==> config.mk <==
export PLATFORM = sky130hd
export DESIGN_NAME = inv_factorial
export DESIGN_NICKNAME = d
export VERILOG_FILES = /design/src/rtl/inv_factorial.sv
export SDC_FILE = /design/constraint.sdc
export NUM_CORES = 1
export LEC_CHECK = 0
export ABC_AREA = 1
export BUFFER_PORTS_ARGS = -buffer_cell sky130_fd_sc_hd__buf_2
export CELL_PAD_IN_SITES_DETAIL_PLACEMENT = 1
export CELL_PAD_IN_SITES_GLOBAL_PLACEMENT = 2
export CORE_MARGIN = 1
export CORE_UTILIZATION = 34
export CTS_BUF_LIST = sky130_fd_sc_hd__clkbuf_4 sky130_fd_sc_hd__clkbuf_8
export CTS_CLUSTER_DIAMETER = 80
export DETAILED_ROUTE_END_ITERATION = 6
export PLACE_DENSITY_LB_ADDON = 0.08
export SYNTH_ARGS = -nofsm -noshare
export SYNTH_HDL_FRONTEND = slang
export SYNTH_SLANG_ARGS = --single-unit
==> constraint.sdc <==
create_clock -name clk -period 6 [get_ports clk]
set_input_delay 1.5 -clock clk [delete_from_list [all_inputs] [get_ports clk]]
set_output_delay 1.5 -clock clk [all_outputs]
set_load 0.02 [all_outputs]
==> src/rtl/inv_factorial.sv <==
// -----------------------------------------------------------------------------
// inv_factorial
//   Inverse factorial: for an unsigned target V, finds n, the largest integer
//   with n! <= V, and reports whether n! == V. The search multiplies up one
//   factorial per clock (1!, 2!, 3!, ...) until the next factorial would exceed
//   V. A conversion takes n clocks in CAL plus one clock in RESULT.
//   V = 0 skips CAL and reports n = 0, exact = 0.
//
// Ports
//   clk       : sole clock, rising edge
//   reset     : synchronous, active-high reset
//   start     : conversion request, sampled only in IDLE
//   fdata_in  : target value V, sampled on the edge that accepts start
//   busy      : high whenever the FSM is not in IDLE
//   done      : one-cycle pulse while in RESULT
//   fdata_out : n (registered, held until the next result)
//   exact     : n! == V (registered, held until the next result)
// -----------------------------------------------------------------------------
module inv_factorial #(
  parameter int DATA_W = 16,
  parameter int OUT_W  = 8
) (
  input  logic              clk,
  input  logic              reset,
  input  logic              start,
  input  logic [DATA_W-1:0] fdata_in,
  output logic              busy,
  output logic              done,
  output logic [OUT_W-1:0]  fdata_out,
  output logic              exact
);

  // Product width: a DATA_W accumulator times an OUT_W multiplier cannot
  // overflow this, so the "next factorial exceeds target" test is exact.
  localparam int ACC_W = DATA_W + OUT_W;

  typedef enum logic [1:0] {
    IDLE   = 2'd0,
    CAL    = 2'd1,
    RESULT = 2'd2
  } state_t;

  state_t             state, state_nxt;
  logic [DATA_W-1:0]  target, target_nxt;
  logic [DATA_W-1:0]  acc, acc_nxt;
  logic [OUT_W-1:0]   k, k_nxt;
  logic [OUT_W-1:0]   out_nxt;
  logic               exact_nxt;
  logic [ACC_W-1:0]   prod;

  // acc * (k + 1), formed at full width without truncation.
  function automatic logic [ACC_W-1:0] mul_step(input logic [DATA_W-1:0] a,
                                                input logic [OUT_W-1:0]  kk);
    logic [ACC_W-1:0] a_w;
    logic [ACC_W-1:0] m_w;
    a_w = ACC_W'(a);
    m_w = ACC_W'(kk) + ACC_W'(1);
    return a_w * m_w;
  endfunction

  assign prod = mul_step(acc, k);

  // acc only ever holds a factorial that is <= target, so it fits in DATA_W
  // bits; the upper product bits only matter for the comparison.
  always_comb begin
    state_nxt  = state;
    target_nxt = target;
    acc_nxt    = acc;
    k_nxt      = k;
    out_nxt    = fdata_out;
    exact_nxt  = exact;
    case (state)
      IDLE: begin
        if (start) begin
          if (fdata_in != '0) begin
            target_nxt = fdata_in;
            acc_nxt    = DATA_W'(1);
            k_nxt      = OUT_W'(1);
            state_nxt  = CAL;
          end else begin
            out_nxt   = '0;
            exact_nxt = 1'b0;
            state_nxt = RESULT;
          end
        end
      end
      CAL: begin
        if (prod <= ACC_W'(target)) begin
          acc_nxt = prod[DATA_W-1:0];
          k_nxt   = k + OUT_W'(1);
        end else begin
          out_nxt   = k;
          exact_nxt = (acc == target);
          state_nxt = RESULT;
        end
      end
      RESULT: begin
        state_nxt = IDLE;
      end
      default: begin
        state_nxt = IDLE;
      end
    endcase
  end

  always_ff @(posedge clk) begin
    if (reset) begin
      state     <= IDLE;
      target    <= '0;
      acc       <= '0;
      k         <= '0;
      fdata_out <= '0;
      exact     <= 1'b0;
    end else begin
      state     <= state_nxt;
      target    <= target_nxt;
      acc       <= acc_nxt;
      k         <= k_nxt;
      fdata_out <= out_nxt;
      exact     <= exact_nxt;
    end
  end

  // Decoded straight from the state register, so both are glitch-free.
  assign busy = (state != IDLE);
  assign done = (state == RESULT);

endmodule

* After elaboration in Yosys (flattened, before gate mapping)
Cells that the tools add are included.
Cells by class: muxes and demuxes 20, reduce and logical (&&, ||, !) cells 8, magnitude comparators 1, add/sub/neg operators 2, multipliers 1, equal/unequal tests 8
Operator list (number):
- $mux 16 | 3
- $mux 8 | 6
- $pmux 16 s2 | 1
- $pmux 8 s2 | 2
- $le 24x16->1 | 1
- $mul 16x9->24 | 1
- $eq 16x16->1 | 1
- $reduce_bool 16->1 | 1
- $ne 2x2->1 const B | 5
- $add 8x1->9 const B | 1
- $add 8x1->8 const B | 1
- $reduce_and 4->1 | 2
- $mux 2 | 3
- $pmux 2 s2 | 1
- $reduce_bool 2->1 | 2
- $mux 1 | 3
- $reduce_and 3->1 | 1
- $eq 2x1->1 const B | 1
- $eq 2x2->1 const B | 1
- $logic_not 2->1 | 1
- $pmux 1 s2 | 1
- $reduce_and 2->1 | 1
Storage, ports and cells: bits in registers 51, input bits 19

* Depth between registers and ports, before layout
depth in word-level cells 5, mapped depth 41, mapped depth without buffers 40

* Worst setup path before layout
No wires, ideal clock.
path kind reg-to-reg, start reg k[0], end reg acc[4], required time 5.865 ns, stages on the path, launching flop included 35, path buffers 1, slack -0.542 ns, setup time 0.135 ns, arrival time 6.407 ns, path through dfxtp_1 ha_1 nand2_1 nor2_1 inv_1 nor2_1 xor2_1 clkinv_1 nor2_1 fa_1 fa_1 fa_1 inv_1 fa_1 inv_1 ha_1 nand2_1 inv_1 a21oi_1 nand2_1 a21oi_1 xnor2_1 ha_1 nand2_1 nor3_1 nand3_1 nand2_1 nand2_1 nor2_1 nand3_1 nor2_2 nand3_4 buf_2 nand3_1 a21oi_2
Between the ends: longest elaborated chain between the ends 5, elaborated cells between the ends (all ways) 7
Ends and longest elaborated chain:
- from (decl) | RTL line 46 | logic [OUT_W-1:0] k, k_nxt;
- from (signal assigned) | RTL line 118 | k <= k_nxt;
- $add 8x1->9 (*) | RTL line 57 | m_w = ACC_W'(kk) + ACC_W'(1);
- $mul 16x9->24 (*) | RTL line 58 | return a_w * m_w;
- $le 24x16->1 | RTL line 88 | if (prod <= ACC_W'(target)) begin
- $ne 2x2->1 (no source line)
- $reduce_and 4->1 (no source line)
- to (signal assigned) | RTL line 117 | acc <= acc_nxt;
- to (decl) | RTL line 45 | logic [DATA_W-1:0] acc, acc_nxt;
Every way passes the cells marked *; elsewhere a longest branch is shown, timed or not. The select of a mux whose other input is x is not followed. A chain may end at the register's enable or synchronous reset.

* Final worst setup path
start reg k[0], end reg fdata_out[0]
Between the ends: longest elaborated chain between the ends 5, elaborated cells between the ends (all ways) 7
Ends and longest elaborated chain:
- $add 8x1->9 | RTL line 57
- $mul 16x9->24 | RTL line 58
- $le 24x16->1 | RTL line 88
- $ne 2x2->1 (no source line)
- $reduce_and 4->1 (no source line)
- to (signal assigned) | RTL line 119 | fdata_out <= out_nxt;
- to (decl) | RTL line 29 | output logic [OUT_W-1:0] fdata_out,
Parallel ways exist; a longest one is shown, timed or not. The select of a mux whose other input is x is not followed.

==> out/metrics.cfg <==
[outcome]
status=finished with violations
failed_checks=setup timing

[worst_setup_path]
worstPathRequired_ns=6.25
endpoint_kind=register
cp_max_fo=8
setup.worst_path.start=k[0]$_SDFFE_PP0P_
cpMaxStageDelayCell=fa_2
critPathArrivalTime_ns=6.55
cpLargestDelayFamily=adder cells
cpMostUsedCell=nand2_1
crit-reg2reg-launch=k[0]$_SDFFE_PP0P_
cpPeakStageDelay_ns=0.58
cp-start-kind=register
worstSetupPathType=register to register
path_buf_inv=8

[pwr]
power.share.clock_pct=25.1
p_seq_share_pct=42.8
comb_power_share_pct=32.2
p_leak_nw=5.07
p_int_uw=546
powerDensity_mw_per_mm2=84.8
power_switching_uw=320
vdd_drop_max_v=0.0000992
switching_share_pct=36.9

[floorplan]
core_mm2=0.0210
die_h_um=148
start_util_pct=34.7
design.die.area_mm2=0.0220
rows=53
die_x_um=148
ios=30

[sta]
worst_clock_skew_ns=0.00428
worst_slew_pin_slew_ns=0.880
setup_violations=35
fmax_mhz=159
rsz0062_at_grt=true
max-slew-margin-rel_pct=41.4
tns_ns=-8.15
finalCriticalPeriod_ns=6.30
setup_slack_ns=-0.297
slew_violations=0
finalHoldViolCount=0
min_period_over_period_pct=105

[logic_synthesis]
synth_seq_area_share_pct=14.0
avgSynthCellArea_um2=7.22
syn-cell-area_mm2=0.00730
synth_async_sr_flop_share_pct=0
synth-seq-cells=51
synth_edf_count=0
synth_nets=1187
synth_cell_type_count=37
synth_flop_cell=dfxtp_1
syn_inst=1010
yosys_warnings=0

[route]
drt-wirelength-per-cell_um=18.5
drtAntennaViolNets=0
routed_wl_um=27400
vias=7182
drtIter0Drc=266
dr.pass1.iters=4
viasPerCell=4.84
drc_errors=0

[clock_tree]
cts_tree=built
clkSinkCount=51
cts_buffer_depth=2
clk_latency_ns=0.32
h-tree-depth=2
clk_pin_slew_ns=0.10
cts_inserted_buffers=5
postCtsHoldBufs=0
cts-root-buf=clkbuf_8

[worst_hold_path]
hold_start=fdata_out[1]$_SDFFE_PP0P_
hp-class=register to register

[cells_and_area]
final_area_mm2=0.0102
syn2layout_area_growth_pct=39.9
multi_input_area_mm2=0.00607
drive_gt1_share_pct=34.9
regArea_mm2=0.00103
fillers=2586
final_common_cell=inv_1
final_core_util_pct=48.6
final_nets=1386
final_cell_mix=inv_1, buf_4, nand2_1
n_antenna_cell=0

[global_route]
grt.overflow.total=0
antenna_found_initial=0
grt_pass1_wl_um=43000
grt_pass1_vias=7726
track_usage_pct=25.8
grt_max_degree=33

[placement]
place_area_mm2=0.00918
finalWeightedCongestion=0.883
dp_slack_ns=-0.736
dp_hpwl_um=22900
io_buffer_count=29

[job]
drv_cap=0

## through the flow
stage	instances	hold WS, ns	total power, mW
floorplan	1010	0.459	0.510
global placement	1441	0.447	0.611
detailed placement	1441	0.453	0.613
CTS	1480	0.467	0.864
global route	1485	0.492	0.912
finish	1485	0.475	0.866
## path summary, 6_finish.rpt
kind	to	slack, ns	cells past startpoint
max	fdata_out[0]$_SDFFE_PP0P_	-0.30	36
min	fdata_out[1]$_SDFFE_PP0P_	0.48	2
max reg2reg	fdata_out[0]$_SDFFE_PP0P_	-0.30	36
min reg2reg	fdata_out[1]$_SDFFE_PP0P_	0.48	2
## cell type report
type                       count  area share [%]
tap                          275            3.37
sequential                    51            10.1
clock inverter                 2           0.123
inverter                     219            8.32
multi-input combinational    700            59.4
clock buffer                   6           0.748
timing repair buffer         232            17.9
## cells by family after synthesis
group	share of synthesized area [%]
fa+ha+maj	37.2
xor+xnor	2.74
flops	14.0
simple gates	23.9
buf+inv	13.5
compound gates	8.69
## layer usage
metal / wire (um) / vias up / share of wire (%) / GRT usage (%)
li1: - / 3474 / - / -
met1: 12700 / 3576 / 46 / 35.6
met2: 13500 / 115 / 49 / 44.3
met3: 977 / 17 / 3.6 / 2.85
met4: 315 / 0 / 1.1 / 2.94
met5: 0 / - / 0 / 0
## worst reg2reg max path, delay by kind of cell (launching register included)
| family | cells | cell delay (ns) |
|---|---|---|
| flip-flops | 1 | 0.38 |
| buffers and inverters | 8 | 0.92 |
| AND/OR/NAND/NOR | 14 | 1.17 |
| AO/OA/AOI/OAI | 5 | 0.64 |
| adder cells (fa/ha/maj) | 7 | 2.80 |
| XOR/XNOR | 2 | 0.31 |
## sequential cells by signal, summed over array words and instances (netlist names)
register and flops:
acc 16, exact 1, fdata_out 8, k 8, state 2, target 16
## Yosys cell counts, drive strengths merged, types with 7 or more instances
| cell | n | share of area, % |
|---|---|---|
| inv | 217 | 11 |
| nand2 | 210 | 11 |
| nor2 | 111 | 5.8 |
| fa | 98 | 27 |
| a21oi | 73 | 5.6 |
| ha | 60 | 10 |
| nand3 | 56 | 4.1 |
| dfxtp | 51 | 14 |
| clkbuf | 29 | 1.5 |
| o21ai | 21 | 1.4 |
| xor2 | 18 | 2.3 |
| nand4 | 17 | 1.5 |
| buf | 11 | 0.75 |
| o22ai | 7 | 0.60 |
## power groups by stage
stage | registers [mW] | clock network, mW | logic (mW)
after CTS | 0.370 | 0.225 | 0.269
after floorplan | 0.375 | 0 | 0.135
after global placement | 0.377 | 0 | 0.234
after detailed placement | 0.378 | 0 | 0.236
final | 0.370 | 0.217 | 0.278
after global routing | 0.372 | 0.237 | 0.303
## repair_timing
action	CTS	global route
endpoints found under the setup margin	35	35
pin swaps	75	38
hold endpoints to repair	0	0
gates resized for setup	100	70
setup buffers	31	8
gates cloned	1	0
(Power assumes the default switching activity.)
